## src/rtl/cla_pkg.sv

```systemverilog
// Shared constants and the lookahead helper used by every adder segment.
package cla_pkg;

  localparam int unsigned CLA_WIDTH  = 16;
  localparam int unsigned CLA_STAGES = 4;
  localparam int unsigned CLA_GROUP  = 4;
  localparam int unsigned MAX_GROUP  = 8;

  typedef struct packed {
    logic [MAX_GROUP:0] c;
    logic               gg;
    logic               pg;
  } la_t;

  // Sum-of-products lookahead over the low n bits: c[i] never depends on c[i-1].
  function automatic la_t lookahead(input logic [MAX_GROUP-1:0] g,
                                    input logic [MAX_GROUP-1:0] p,
                                    input logic                 ci,
                                    input int unsigned          n);
    la_t  r;
    logic term;
    r      = '0;
    r.c[0] = ci;
    for (int unsigned i = 1; i <= MAX_GROUP; i++) begin
      if (i <= n) begin
        term = ci;
        for (int unsigned j = 0; j < MAX_GROUP; j++)
          if (j < i) term &= p[j];
        r.c[i] = term;
        for (int unsigned j = 0; j < MAX_GROUP; j++) begin
          if (j < i) begin
            term = g[j];
            for (int unsigned m = 0; m < MAX_GROUP; m++)
              if (m > j && m < i) term &= p[m];
            r.c[i] |= term;
          end
        end
      end
    end
    r.pg = 1'b1;
    for (int unsigned j = 0; j < MAX_GROUP; j++) begin
      if (j < n) begin
        r.pg &= p[j];
        term = g[j];
        for (int unsigned m = 0; m < MAX_GROUP; m++)
          if (m > j && m < n) term &= p[m];
        r.gg |= term;
      end
    end
    return r;
  endfunction

endpackage

```

## src/rtl/pipelined_cla_adder_if.sv

```systemverilog
// Operand/result handshake bundle for the pipelined adder/subtractor.
interface pipelined_cla_adder_if #(
  parameter int unsigned WIDTH = cla_pkg::CLA_WIDTH
);
  logic             in_valid;
  logic             in_ready;
  logic [WIDTH-1:0] a;
  logic [WIDTH-1:0] b;
  logic             cin;
  logic             sub;
  logic             out_valid;
  logic             out_ready;
  logic [WIDTH-1:0] sum;
  logic             cout;
  logic             ovf;
  logic             zero;

  modport master (
    output in_valid, a, b, cin, sub, out_ready,
    input  in_ready, out_valid, sum, cout, ovf, zero
  );

  modport slave (
    input  in_valid, a, b, cin, sub, out_ready,
    output in_ready, out_valid, sum, cout, ovf, zero
  );
endinterface

```

## src/rtl/cla_segment.sv

```systemverilog
// Combinational SEG-bit two-level carry-lookahead adder (bit groups, then group G/P).
module cla_segment
  import cla_pkg::*;
#(
  parameter int unsigned SEG   = 4,
  parameter int unsigned GROUP = 4
) (
  input  logic [SEG-1:0] a,
  input  logic [SEG-1:0] b,
  input  logic           ci,
  output logic [SEG-1:0] s,
  output logic           co,
  output logic           c_msb
);
  localparam int unsigned NG = SEG / GROUP;

  logic [SEG-1:0]       g;
  logic [SEG-1:0]       p;
  logic [SEG:0]         c;
  logic [MAX_GROUP-1:0] gg_v;
  logic [MAX_GROUP-1:0] pg_v;
  la_t                  gl;
  la_t                  bl;
  la_t                  grp;
  logic                 unused_la;

  assign g = a & b;
  assign p = a ^ b;

  always_comb begin
    gg_v      = '0;
    pg_v      = '0;
    c         = '0;
    gl        = '0;
    bl        = '0;
    unused_la = 1'b0;
    for (int unsigned j = 0; j < NG; j++) begin
      gl = lookahead(MAX_GROUP'(g[j*GROUP +: GROUP]), MAX_GROUP'(p[j*GROUP +: GROUP]), 1'b0, GROUP);
      gg_v[j]    = gl.gg;
      pg_v[j]    = gl.pg;
      unused_la ^= ^gl.c;
    end
    grp = lookahead(gg_v, pg_v, ci, NG);
    // Group carries come from the second lookahead level, then feed each group's own lookahead.
    for (int unsigned j = 0; j < NG; j++) begin
      bl = lookahead(MAX_GROUP'(g[j*GROUP +: GROUP]), MAX_GROUP'(p[j*GROUP +: GROUP]), grp.c[j], GROUP);
      for (int unsigned i = 0; i < GROUP; i++)
        c[j*GROUP + i] = bl.c[i];
      unused_la ^= ^{bl.gg, bl.pg, bl.c[MAX_GROUP:GROUP]};
    end
    c[SEG]     = grp.gg | (grp.pg & ci);
    unused_la ^= ^grp.c;
  end

  assign s     = p ^ c[SEG-1:0];
  assign co    = c[SEG];
  assign c_msb = c[SEG-1];

endmodule

```

## src/rtl/pipelined_cla_adder.sv

```systemverilog
// Pipelined CLA adder/subtractor: one SEG-bit segment per stage, valid/ready backpressure, flags.
module pipelined_cla_adder
  import cla_pkg::*;
#(
  parameter int unsigned WIDTH  = CLA_WIDTH,
  parameter int unsigned STAGES = CLA_STAGES,
  parameter int unsigned GROUP  = CLA_GROUP
) (
  input logic                  clk,
  input logic                  rst_n,
  pipelined_cla_adder_if.slave bus
);
  localparam int unsigned SEG = WIDTH / STAGES;

  logic [WIDTH-1:0]  a_r   [STAGES];
  logic [WIDTH-1:0]  b_r   [STAGES];
  logic [WIDTH-1:0]  s_r   [STAGES];
  logic              c_r   [STAGES];
  logic [STAGES-1:0] v;
  logic [STAGES-1:0] adv;
  logic              out_adv;
  logic              bubble;

  logic [SEG-1:0]    seg_s  [STAGES];
  logic              seg_co [STAGES];
  logic              seg_cm [STAGES];
  logic [WIDTH-1:0]  nxt_s  [STAGES];

  logic              out_v;
  logic [WIDTH-1:0]  sum_q;
  logic              cout_q;
  logic              ovf_q;
  logic              zero_q;

  for (genvar k = 0; k < STAGES; k++) begin : g_stage
    cla_segment #(.SEG(SEG), .GROUP(GROUP)) u_seg (
      .a     (a_r[k][k*SEG +: SEG]),
      .b     (b_r[k][k*SEG +: SEG]),
      .ci    (c_r[k]),
      .s     (seg_s[k]),
      .co    (seg_co[k]),
      .c_msb (seg_cm[k])
    );
  end

  always_comb begin
    for (int unsigned k = 0; k < STAGES; k++) begin
      nxt_s[k]                = s_r[k];
      nxt_s[k][k*SEG +: SEG]  = seg_s[k];
    end
  end

  // A stage may move if any stage at or after it has a hole, or the output drains.
  always_comb begin
    out_adv = !out_v || bus.out_ready;
    bubble  = out_adv;
    adv     = '0;
    for (int unsigned i = 0; i < STAGES; i++) begin
      bubble                = bubble || !v[STAGES-1-i];
      adv[STAGES-1-i]       = bubble;
    end
  end

  assign bus.in_ready  = adv[0];
  assign bus.out_valid = out_v;
  assign bus.sum       = sum_q;
  assign bus.cout      = cout_q;
  assign bus.ovf       = ovf_q;
  assign bus.zero      = zero_q;

  always_ff @(posedge clk or negedge rst_n) begin
    if (!rst_n) begin
      v      <= '0;
      out_v  <= 1'b0;
      sum_q  <= '0;
      cout_q <= 1'b0;
      ovf_q  <= 1'b0;
      zero_q <= 1'b0;
      for (int unsigned k = 0; k < STAGES; k++) begin
        a_r[k] <= '0;
        b_r[k] <= '0;
        s_r[k] <= '0;
        c_r[k] <= 1'b0;
      end
    end else begin
      if (adv[0]) begin
        v[0] <= bus.in_valid;
        if (bus.in_valid) begin
          a_r[0] <= bus.a;
          b_r[0] <= bus.sub ? ~bus.b : bus.b;
          s_r[0] <= '0;
          c_r[0] <= bus.sub | bus.cin;
        end
      end
      for (int unsigned k = 1; k < STAGES; k++) begin
        if (adv[k]) begin
          v[k] <= v[k-1];
          if (v[k-1]) begin
            a_r[k] <= a_r[k-1];
            b_r[k] <= b_r[k-1];
            s_r[k] <= nxt_s[k-1];
            c_r[k] <= seg_co[k-1];
          end
        end
      end
      if (out_adv) begin
        out_v <= v[STAGES-1];
        if (v[STAGES-1]) begin
          sum_q  <= nxt_s[STAGES-1];
          cout_q <= seg_co[STAGES-1];
          ovf_q  <= seg_co[STAGES-1] ^ seg_cm[STAGES-1];
          zero_q <= ~|nxt_s[STAGES-1];
        end
      end
    end
  end

endmodule
```

## src/flat_wrapper.sv

```systemverilog
// flat-port wrapper written by rule: the top's interface ports become plain ports
module pipelined_cla_adder_flat import cla_pkg::*;
#(
  parameter int unsigned WIDTH  = CLA_WIDTH,
  parameter int unsigned STAGES = CLA_STAGES,
  parameter int unsigned GROUP  = CLA_GROUP
)
  (clk, rst_n, bus_in_valid, bus_a, bus_b, bus_cin, bus_sub, bus_out_ready, bus_in_ready, bus_out_valid, bus_sum, bus_cout, bus_ovf, bus_zero);
  pipelined_cla_adder_if #(.WIDTH(WIDTH)) bus_i ();
  input logic clk;
  input logic rst_n;
  input wire logic [$bits(bus_i.in_valid)-1:0] bus_in_valid;
  input wire logic [$bits(bus_i.a)-1:0] bus_a;
  input wire logic [$bits(bus_i.b)-1:0] bus_b;
  input wire logic [$bits(bus_i.cin)-1:0] bus_cin;
  input wire logic [$bits(bus_i.sub)-1:0] bus_sub;
  input wire logic [$bits(bus_i.out_ready)-1:0] bus_out_ready;
  output wire logic [$bits(bus_i.in_ready)-1:0] bus_in_ready;
  output wire logic [$bits(bus_i.out_valid)-1:0] bus_out_valid;
  output wire logic [$bits(bus_i.sum)-1:0] bus_sum;
  output wire logic [$bits(bus_i.cout)-1:0] bus_cout;
  output wire logic [$bits(bus_i.ovf)-1:0] bus_ovf;
  output wire logic [$bits(bus_i.zero)-1:0] bus_zero;
  assign bus_i.in_valid = bus_in_valid;
  assign bus_i.a = bus_a;
  assign bus_i.b = bus_b;
  assign bus_i.cin = bus_cin;
  assign bus_i.sub = bus_sub;
  assign bus_i.out_ready = bus_out_ready;
  assign bus_in_ready = bus_i.in_ready;
  assign bus_out_valid = bus_i.out_valid;
  assign bus_sum = bus_i.sum;
  assign bus_cout = bus_i.cout;
  assign bus_ovf = bus_i.ovf;
  assign bus_zero = bus_i.zero;
  pipelined_cla_adder #(.WIDTH(WIDTH), .STAGES(STAGES), .GROUP(GROUP)) u_core (.clk(clk), .rst_n(rst_n), .bus(bus_i));
endmodule
```

## config.mk

```make
export PLATFORM = sky130hd
export DESIGN_NAME = pipelined_cla_adder_flat
export DESIGN_NICKNAME = d
export VERILOG_FILES = /design/src/rtl/cla_pkg.sv /design/src/rtl/pipelined_cla_adder_if.sv /design/src/rtl/cla_segment.sv /design/src/rtl/pipelined_cla_adder.sv /design/src/flat_wrapper.sv
export SDC_FILE = /design/constraint.sdc
export NUM_CORES = 1
export LEC_CHECK = 0
export BUFFER_PORTS_ARGS = -buffer_cell sky130_fd_sc_hd__buf_4
export CAP_MARGIN = 0
export CORE_MARGIN = 2
export CORE_UTILIZATION = 35
export CTS_CLUSTER_SIZE = 14
export DETAILED_ROUTE_END_ITERATION = 10
export GPL_TIMING_DRIVEN = 0
export SYNTH_ARGS = -nofsm -noshare
export SYNTH_HDL_FRONTEND = slang
export SYNTH_SLANG_ARGS = --single-unit
```

## constraint.sdc

```tcl
create_clock -name clk -period 2.2 [get_ports clk]
set_input_delay 0.66 -clock clk [delete_from_list [all_inputs] [get_ports clk]]
set_output_delay 0.66 -clock clk [all_outputs]
set_load 0.005 [all_outputs]
```

==> results of run 1 <==
-- worst register-to-register path, delay by kind of cell, from the launching register on --
family	cells	cell delay (ps)
AOI/OAI and AO/OA	2	570
xor gates and xnor gates	1	130
adders and majority gates	2	510
DFF	1	410
and+or+nand+nor	1	300
-- timing repair --
action	CTS	global route
setup endpoints to repair	0	1
gates resized for setup	0	1
hold endpoints to repair	0	0
-- cell usage after synthesis (2+ instances only) --
master    count  area share (%)
o21a_1        4            0.51
fa_1          4             1.4
nor2_1       21             1.4
xor2_1        2            0.30
o21ai_4       2            0.56
nand3_1       2            0.17
mux2_4       15             3.9
nor3_1        4            0.34
buf_4         4            0.51
a21o_1       10             1.3
buf_2         6            0.51
a21oi_1      25             2.1
dfrtp_1     132              57
o31ai_1       4            0.51
nand2_1      16             1.0
ha_1         20             4.3
mux2_2       77              15
xnor2_1      22             3.3
inv_1         8            0.51
and3_1        2            0.21
nor3b_1       2            0.26
nand2b_1      2            0.21
buf_6         7             1.4
nor4_1        2            0.21
mux2i_1       4            0.69
o21ai_0      12             1.0
-- placed cells by master, fill, tap and decap left out, drive strengths merged, types with 2 or more instances in the layout --
cell type | netlist | routed
xor2 | 2 | 2
nand2b | 2 | 2
ha | 20 | 20
nand2 | 17 | 17
fa | 4 | 4
dfrtp | 132 | 132
a21o | 10 | 10
o21ai | 14 | 14
mux2i | 4 | 4
o21a | 4 | 4
buf | 17 | 75
inv | 8 | 8
xnor2 | 22 | 22
and3 | 2 | 2
clkinv | 0 | 4
nor3 | 4 | 4
a31oi | 2 | 2
nor3b | 2 | 2
clkbuf | 0 | 25
nor4 | 2 | 2
a21oi | 25 | 25
o31ai | 4 | 4
mux2 | 93 | 93
nand3 | 2 | 2
nor2 | 21 | 21
-- power breakdown --
group / leakage [nW] / internal [W] / total, W / switching (W)
clock network: 0.273 / 0.00165 / 0.00259 / 0.000938
logic: 1.37 / 0.00161 / 0.00277 / 0.00116
registers: 1.53 / 0.00331 / 0.00392 / 0.000613
total: 3.17 / 0.00657 / 0.00927 / 0.00271
-- cells by family (layout without fill, tap and decap cells) --
logic type / Yosys count / count (layout) / share of synthesized area [%]
xor+xnor: 24 / 24 / 3.60
simple gates: 56 / 56 / 4.51
fa+ha+maj: 24 / 24 / 5.66
flops: 132 / 132 / 56.6
buf+inv: 25 / 113 / 2.90
mux: 97 / 97 / 19.6
compound gates: 63 / 63 / 7.08
-- worst max-delay path by stage --
| stage | startpoint | end | slack, ps |
|---|---|---|---|
| floorplan | u_core.b_r[12] | u_core.bus.zero | 290 |
| detailed placement | bus_out_ready | u_core.bus.sum[11] | 140 |
| CTS | u_core.v[3] | bus_in_ready | 90 |
| finish | u_core.v[2] | bus_in_ready | 140 |
| global placement | rst_n | u_core.v[3] | 60 |
| global route | u_core.v[2] | bus_in_ready | 40 |
-- per-layer routing --
metal / up-vias / wire [um] / GRT usage [%]
met5: - / 0 / 0
met4: 0 / 153 / 4.84
met3: 12 / 392 / 4.48
met2: 62 / 4900 / 20.9
met1: 1679 / 5040 / 16.8
li1: 1646 / - / -
-- through the flow --
| stage | area, um2 | cells | hold slack [ps] |
|---|---|---|---|
| 2_1_floorplan | 5830 | 421 | 364 |
| 3_3_place_gp | 6540 | 698 | 466 |
| 3_5_place_dp | 6570 | 699 | 481 |
| 4_1_cts | 7110 | 729 | 177 |
| 5_1_grt | 7110 | 729 | 188 |
| 6_report | 7110 | 729 | 176 |
-- sequential cells by signal, indices dropped and copies added, names as in the netlist --
name / count
u_core.a_r: 40
u_core.v: 4
u_core.b_r: 40
u_core.c_r: 4
u_core.bus.cout: 1
u_core.bus.out_valid: 1
u_core.bus.zero: 1
u_core.bus.sum: 16
u_core.bus.ovf: 1
u_core.nxt_s: 24
-- cell type report --
type,count,area (um2),share of cell area (%)
timing repair buffer,58,459,6.46
clock buffer,25,495,6.97
sequential,132,3300,46.5
multi-input combinational,264,2360,33.2
buffer,17,139,1.95
tap,220,275,3.87
inverter,8,30.0,0.422
clock inverter,5,50.0,0.704
==> impl_metrics.ini, run 1 <==
[worst_setup_path]
crit_required_ps = 1540
cp_top_family = flip-flops
cp.depth = 3
worst-path-buf-inv = 1
worstPathArrival_ps = 1400
cp-end-kind = primary output
path_max_fanout = 4
worstPathCellList = and4b_4, nand3_1, buf_4
max_stage_delay_ps = 420
reg2reg_from = u_core.b_r[12]
crit_type = flip-flop to primary output
rrSetupSlack_ps = 170
r2r_end = u_core.bus.zero
cp_slowest_cell = dfrtp_1
worst_setup_path_start_kind = flip-flop
reg2reg_depth = 6

[yosys]
ys_types = 38
syn_avg_cell_area_um2 = 13.9
synthArstFlopShare_pct = 100
ys.flop_type = dfrtp_1
synthCells = 421
synth_area_um2 = 5830
ys_ff_latch = 132
ys_seq_area_share_pct = 56.6
synth-warning-count = 0
syn-num-nets = 483
synth_edf_count = 0

[sta]
slew_viol_final = 0
tightest_slew_ps = 455
finalSetupViolations = 0
setup_slack_ps = 143
rsz0062_at_grt = false
fmax_ghz = 0.486
relSlewSlack_pct = 69.7
fin_setup_tns_ps = 0
fin_crit_sh_pct = 93.5
fin_crit_ps = 2060
finClkSkew_ps = 7.69
hold_violations = 0

[clocking]
cts_setup_buffers = 0
clkSlewWorstSetupHoldPaths_ps = 50
cts_buffers = 17
clockBufferDepth = 2
cts.sinks = 132
cts_root_buffer = clkbuf_16
clock_latency_ps = 410
htreeDepth = 4
hold_buffers = 0
cts_tree = yes

[route]
route.vias.total = 3399
post_drt_via_cell_ratio = 4.66
drtIter0Drc = 135
wl_per_cell_um = 14.4
firstDrtPassIters = 4
drcViolationCount = 0
final_antenna_net_count = 0
wl_um = 10500

[pwr]
vdd_ir_drop_max_mv = 0.627
p_per_area_nw_per_um2 = 1300
p_leak_nw = 3.17
total_power_w = 0.00927

[place]
place_ws_ps = 142
detailed_place_hpwl_um = 7890
port_buffers = 57
place_congestion = 0.729

[layout]
areaGrowthSynthToFinish_pct = 22.0
fill_cells = 1531
num_antenna_cells = 0
fin_util_pct = 43.4
finalNetCount = 560
drive_gt1_share_pct = 39.3

[die]
die-height_um = 133
core_um2 = 16400
initial_utilization_pct = 35.5
fp-row-count = 47
die_area_um2 = 17700
die_w_um = 133
io_pins = 59

[status]
outcome = finished clean

[global_route]
grt_pass1_wl_um = 18200
antenna_found_initial = 0
grt_max_degree = 86
grt-ovfl-total = 0
grtUsageTotal_pct = 13.2
grt_pass1_vias = 3614

[worst_hold_path]
min_path_type = input port to asynchronous set/reset pin

[run]
maxCapViolations = 0
No activity file was read; power rests on OpenSTA's default activity.
==> inputs of run 2 (changes only) <==
- CORE_UTILIZATION: 35 -> 59
- PLACE_DENSITY: not set -> 0.8
==> impl_metrics.ini, run 2 (synthesis results as in run 1) <==
[status]
outcome = finished clean

[clocking]
cts_root_buffer = clkbuf_8
cts_tree = yes
htreeDepth = 4
hold_buffers = 0
clockBufferDepth = 2
clkSlewWorstSetupHoldPaths_ps = 60
cts_buffers = 17
clock_latency_ps = 520
cts.sinks = 132

[global_route]
antenna_found_initial = 0
grt-ovfl-total = 0
grt_pass1_vias = 3412
grt_max_degree = 77
grtUsageTotal_pct = 21.6
grt_pass1_wl_um = 17100

[route]
drcViolationCount = 0
post_drt_via_cell_ratio = 5.29
firstDrtPassIters = 4
route.vias.total = 3408
final_antenna_net_count = 0
drtIter0Drc = 99
wl_per_cell_um = 16.1
wl_um = 10400

[worst_setup_path]
crit_type = flip-flop to primary output
r2r_end = u_core.bus.zero
crit_start = u_core.v[2]
worst_setup_path_start_kind = flip-flop
cp-end-kind = primary output
path_max_fanout = 4
max_stage_delay_ps = 400
critPathCapture = bus_in_ready
crit_required_ps = 1540
reg2reg_from = u_core.b_r[12]
worstPathCellList = and4b_4, nand3_1, buf_4
reg2reg_depth = 6
worstPathArrival_ps = 1480
rrSetupSlack_ps = 130
cp_slowest_cell = dfrtp_1

[sta]
fmax_ghz = 0.467
rsz0062_at_grt = false
relSlewSlack_pct = 65.2
hold_violations = 0
finClkSkew_ps = 7.47
finalSetupViolations = 0
tightest_slew_ps = 522
setup_slack_ps = 59.5
fin_crit_ps = 2140
slew_viol_final = 0
fin_setup_tns_ps = 0
fin_crit_sh_pct = 97.3

[die]
die-height_um = 103
die_w_um = 103
io_pins = 59
fp-row-count = 36
die_area_um2 = 10700
initial_utilization_pct = 60.2
core_um2 = 9680

[worst_hold_path]
min_path_type = input port to asynchronous set/reset pin

[place]
place_ws_ps = 130
place_congestion = 0.764
detailed_place_hpwl_um = 7260
placed_area_um2 = 6460
dp.cells = 612
port_buffers = 57

[layout]
fill_cells = 633
layoutNonFillerInstCount = 644
drive_gt1_share_pct = 40.1
layout_common_cells = dfrtp_1 (131), mux2_2 (77), buf_4 (62)
finalNetCount = 562
num_antenna_cells = 0
areaGrowthSynthToFinish_pct = 20.3
regArea_um2 = 3300
final_area_um2 = 7020
final_common_cell = dfrtp_1
multi_input_area_um2 = 2360

[pwr]
vdd_ir_drop_max_mv = 0.605
p_per_area_nw_per_um2 = 1330
total_power_w = 0.00933
p_leak_nw = 3.17

[run]
maxCapViolations = 0
[run 2: cell types whose count changed in the layout (fill, tap and decap cells not counted), moves of 2 or more]
| cell | delta |
|---|---|
| buf_4 | +2 |
| clkinv_2 | +2 |
| clkbuf_8 | -2 |
| clkbuf_1 | -3 |
| clkinvlp_4 | +3 |
[run 2: area by class of cell]
type	instances	share of cell area, %
clock inverter	11	1.60
timing repair buffer	60	6.76
buffer	17	1.98
multi-input combinational	264	33.6
sequential	132	47.1
clock buffer	19	6.15
tap	133	2.37
inverter	8	0.428
[run 2: report_power, final]
group	internal, W	switching [W]
clock network	0.00161	0.000990
registers	0.00330	0.000614
logic	0.00161	0.00120
[run 2: worst max-delay path: cells and delay by family (launching register included)]
kind | cells | cell delay, ps
buf+inv | 1 | 160
simple gates | 2 | 400
flops | 1 | 400
[run 2: timing repair]
action / 4_1_cts / 5_1_grt
gates resized for setup: 1 / 0
gates cloned: 0 / 0
endpoints found under the setup margin: 1 / 1
buffers inserted: 0 / 2
[run 2: per-layer routing]
metal	vias to the layer above	routed length [um]	GRT usage, %
met2	62	5350	35.0
met4	0	108	5.87
met5	-	0	0
met3	11	399	6.92
met1	1690	4490	28.3
li1	1645	-	-
[run 2: worst min-delay path by stage]
stage               cells after the start            endpoint               start
floorplan                               0      u_core.a_r[12]               rst_n
global placement                        2    u_core.nxt_s[33]    u_core.nxt_s[33]
detailed placement                      2  u_core.bus.sum[15]  u_core.bus.sum[15]
CTS                                     1      u_core.b_r[58]               rst_n
global route                            1      u_core.b_r[56]               rst_n
finish                                  1      u_core.b_r[58]               rst_n
[run 2: per-stage QoR]
stage / util [%] / hold WS (ps)
after floorplan: - / 364
after global routing: 72.5 / 112
after detailed placement: 66.7 / 473
after CTS: 72.3 / 99.4
after global placement: 66.4 / 463
final: 72.5 / 92.1
==> inputs of run 3 (changes only) <==
- BUFFER_PORTS_ARGS: -buffer_cell sky130_fd_sc_hd__buf_4 -> -buffer_cell sky130_fd_sc_hd__buf_2
- CTS_CLUSTER_DIAMETER: not set -> 40
==> impl_metrics.ini, run 3 (synthesis results as in run 1) <==
[pwr]
p_per_area_nw_per_um2 = 1370
vdd_ir_drop_max_mv = 0.623
p_leak_nw = 3.15

[route]
final_antenna_net_count = 0
wl_per_cell_um = 16.8
post_drt_via_cell_ratio = 5.41
drcViolationCount = 0
route.vias.total = 3496
wl_um = 10800
drtIter0Drc = 86
firstDrtPassIters = 4

[layout]
num_antenna_cells = 0
drive_gt1_share_pct = 40.4
layoutNonFillerInstCount = 646
areaGrowthSynthToFinish_pct = 18.9
fin_util_pct = 71.6
final_common_cell = dfrtp_1
layout_common_cells = dfrtp_1 (131), mux2_2 (77), buf_2 (62)
finalNetCount = 562

[place]
dp.cells = 612
place_congestion = 0.776
detailed_place_hpwl_um = 7410
port_buffers = 57

[sta]
fmax_ghz = 0.475
finClkSkew_ps = 6.83
rsz0062_at_grt = false
finalSetupViolations = 0
relSlewSlack_pct = 62.1
tightest_slew_ps = 569
fin_crit_ps = 2100
slew_viol_final = 0
hold_violations = 0
fin_crit_sh_pct = 95.6
hold_slack_ps = 111

[global_route]
grt_pass1_wl_um = 17400
antenna_found_initial = 0
grt_pass1_vias = 3563
grt-ovfl-total = 0
grtUsageTotal_pct = 21.9
grt_max_degree = 73

[clocking]
htreeDepth = 4
cts.sinks = 132
cts_root_buffer = clkbuf_8
clkSlewWorstSetupHoldPaths_ps = 60
cts_tree = yes
clock_latency_ps = 520
hold_buffers = 0
clockBufferDepth = 2
cts_buffers = 17

[worst_setup_path]
path_max_fanout = 4
cp_slowest_cell = dfrtp_1
crit_type = flip-flop to primary output
cp-end-kind = primary output
crit_start = u_core.bus.out_valid
worstPathArrival_ps = 1440
worst_setup_path_start_kind = flip-flop
max_stage_delay_ps = 380
worstPathCellList = and4b_4, nand3_1, buf_2
reg2reg_from = u_core.b_r[12]
crit_required_ps = 1540

[die]
fp-row-count = 36
io_pins = 59
initial_utilization_pct = 60.2
die-height_um = 103
core_um2 = 9680
die_w_um = 103
die_area_um2 = 10700

[worst_hold_path]
min_path_type = input port to asynchronous set/reset pin

[status]
outcome = finished clean

[run]
maxCapViolations = 0
[run 3: routing by layer]
| layer | routed length, um | vias up | track usage (%) | part of all wire, % |
|---|---|---|---|---|
| met5 | 0 | - | 0 | 0 |
| met1 | 4780 | 1736 | 27.6 | 44 |
| met4 | 214 | 0 | 8.60 | 2.0 |
| met2 | 5460 | 91 | 36.5 | 50 |
| met3 | 376 | 21 | 5.65 | 3.5 |
| li1 | - | 1648 | - | - |
[run 3: timing repair]
action                                  in CTS  in global routing
buffers inserted                             0                  2
cloned                                       0                  0
resized for setup                            1                  0
endpoints found under the setup margin       1                  1
[run 3: path summary, 6_finish.rpt]
path,to,slack [ps],depth (start not counted)
max,bus_in_ready,100,3
min,u_core.b_r[58],110,1
max reg2reg,u_core.bus.zero,130,6
min reg2reg,u_core.bus.sum[14],480,2
max in group asynchronous,u_core.b_r[12],1360,2
min in group clk,u_core.a_r[50],370,2
[run 3: layout make-up]
type | count | area, um2
plain buffers | 17 | 139
multi-input cells | 264 | 2360
clock inverters | 12 | 154
repair buffers | 60 | 334
flip-flops and latches | 132 | 3300
inverters | 8 | 30.0
clock buffers | 20 | 445
fillers | 641 | 2750
well taps | 133 | 166
[run 3: worst max-delay path, delay by kind of cell, from the launching register on]
kind	cells	cell delay, ps
buf+inv	1	150
simple gates	2	390
flops	1	380
[run 3: where the power goes]
group	leakage [nW]	switching, W	internal, W
Sequential	1.53	0.000606	0.00330
Combinational	1.33	0.00123	0.00152
Clock	0.287	0.00104	0.00179
Total	3.15	0.00287	0.00661
[run 3: metrics by stage]
| stage | instance area [um2] | TNS [ps] | setup WS [ps] | power, W |
|---|---|---|---|---|
| floorplan | 5830 | 0 | 292 | 0.00579 |
| global placement | 6280 | -143280 | -1090 | 0.00642 |
| detailed placement | 6320 | 0 | 144 | 0.00664 |
| CTS | 6920 | 0 | 13.8 | 0.00952 |
| global route | 6930 | 0 | 11.7 | 0.0100 |
| finish | 6930 | 0 | 96.5 | 0.00948 |
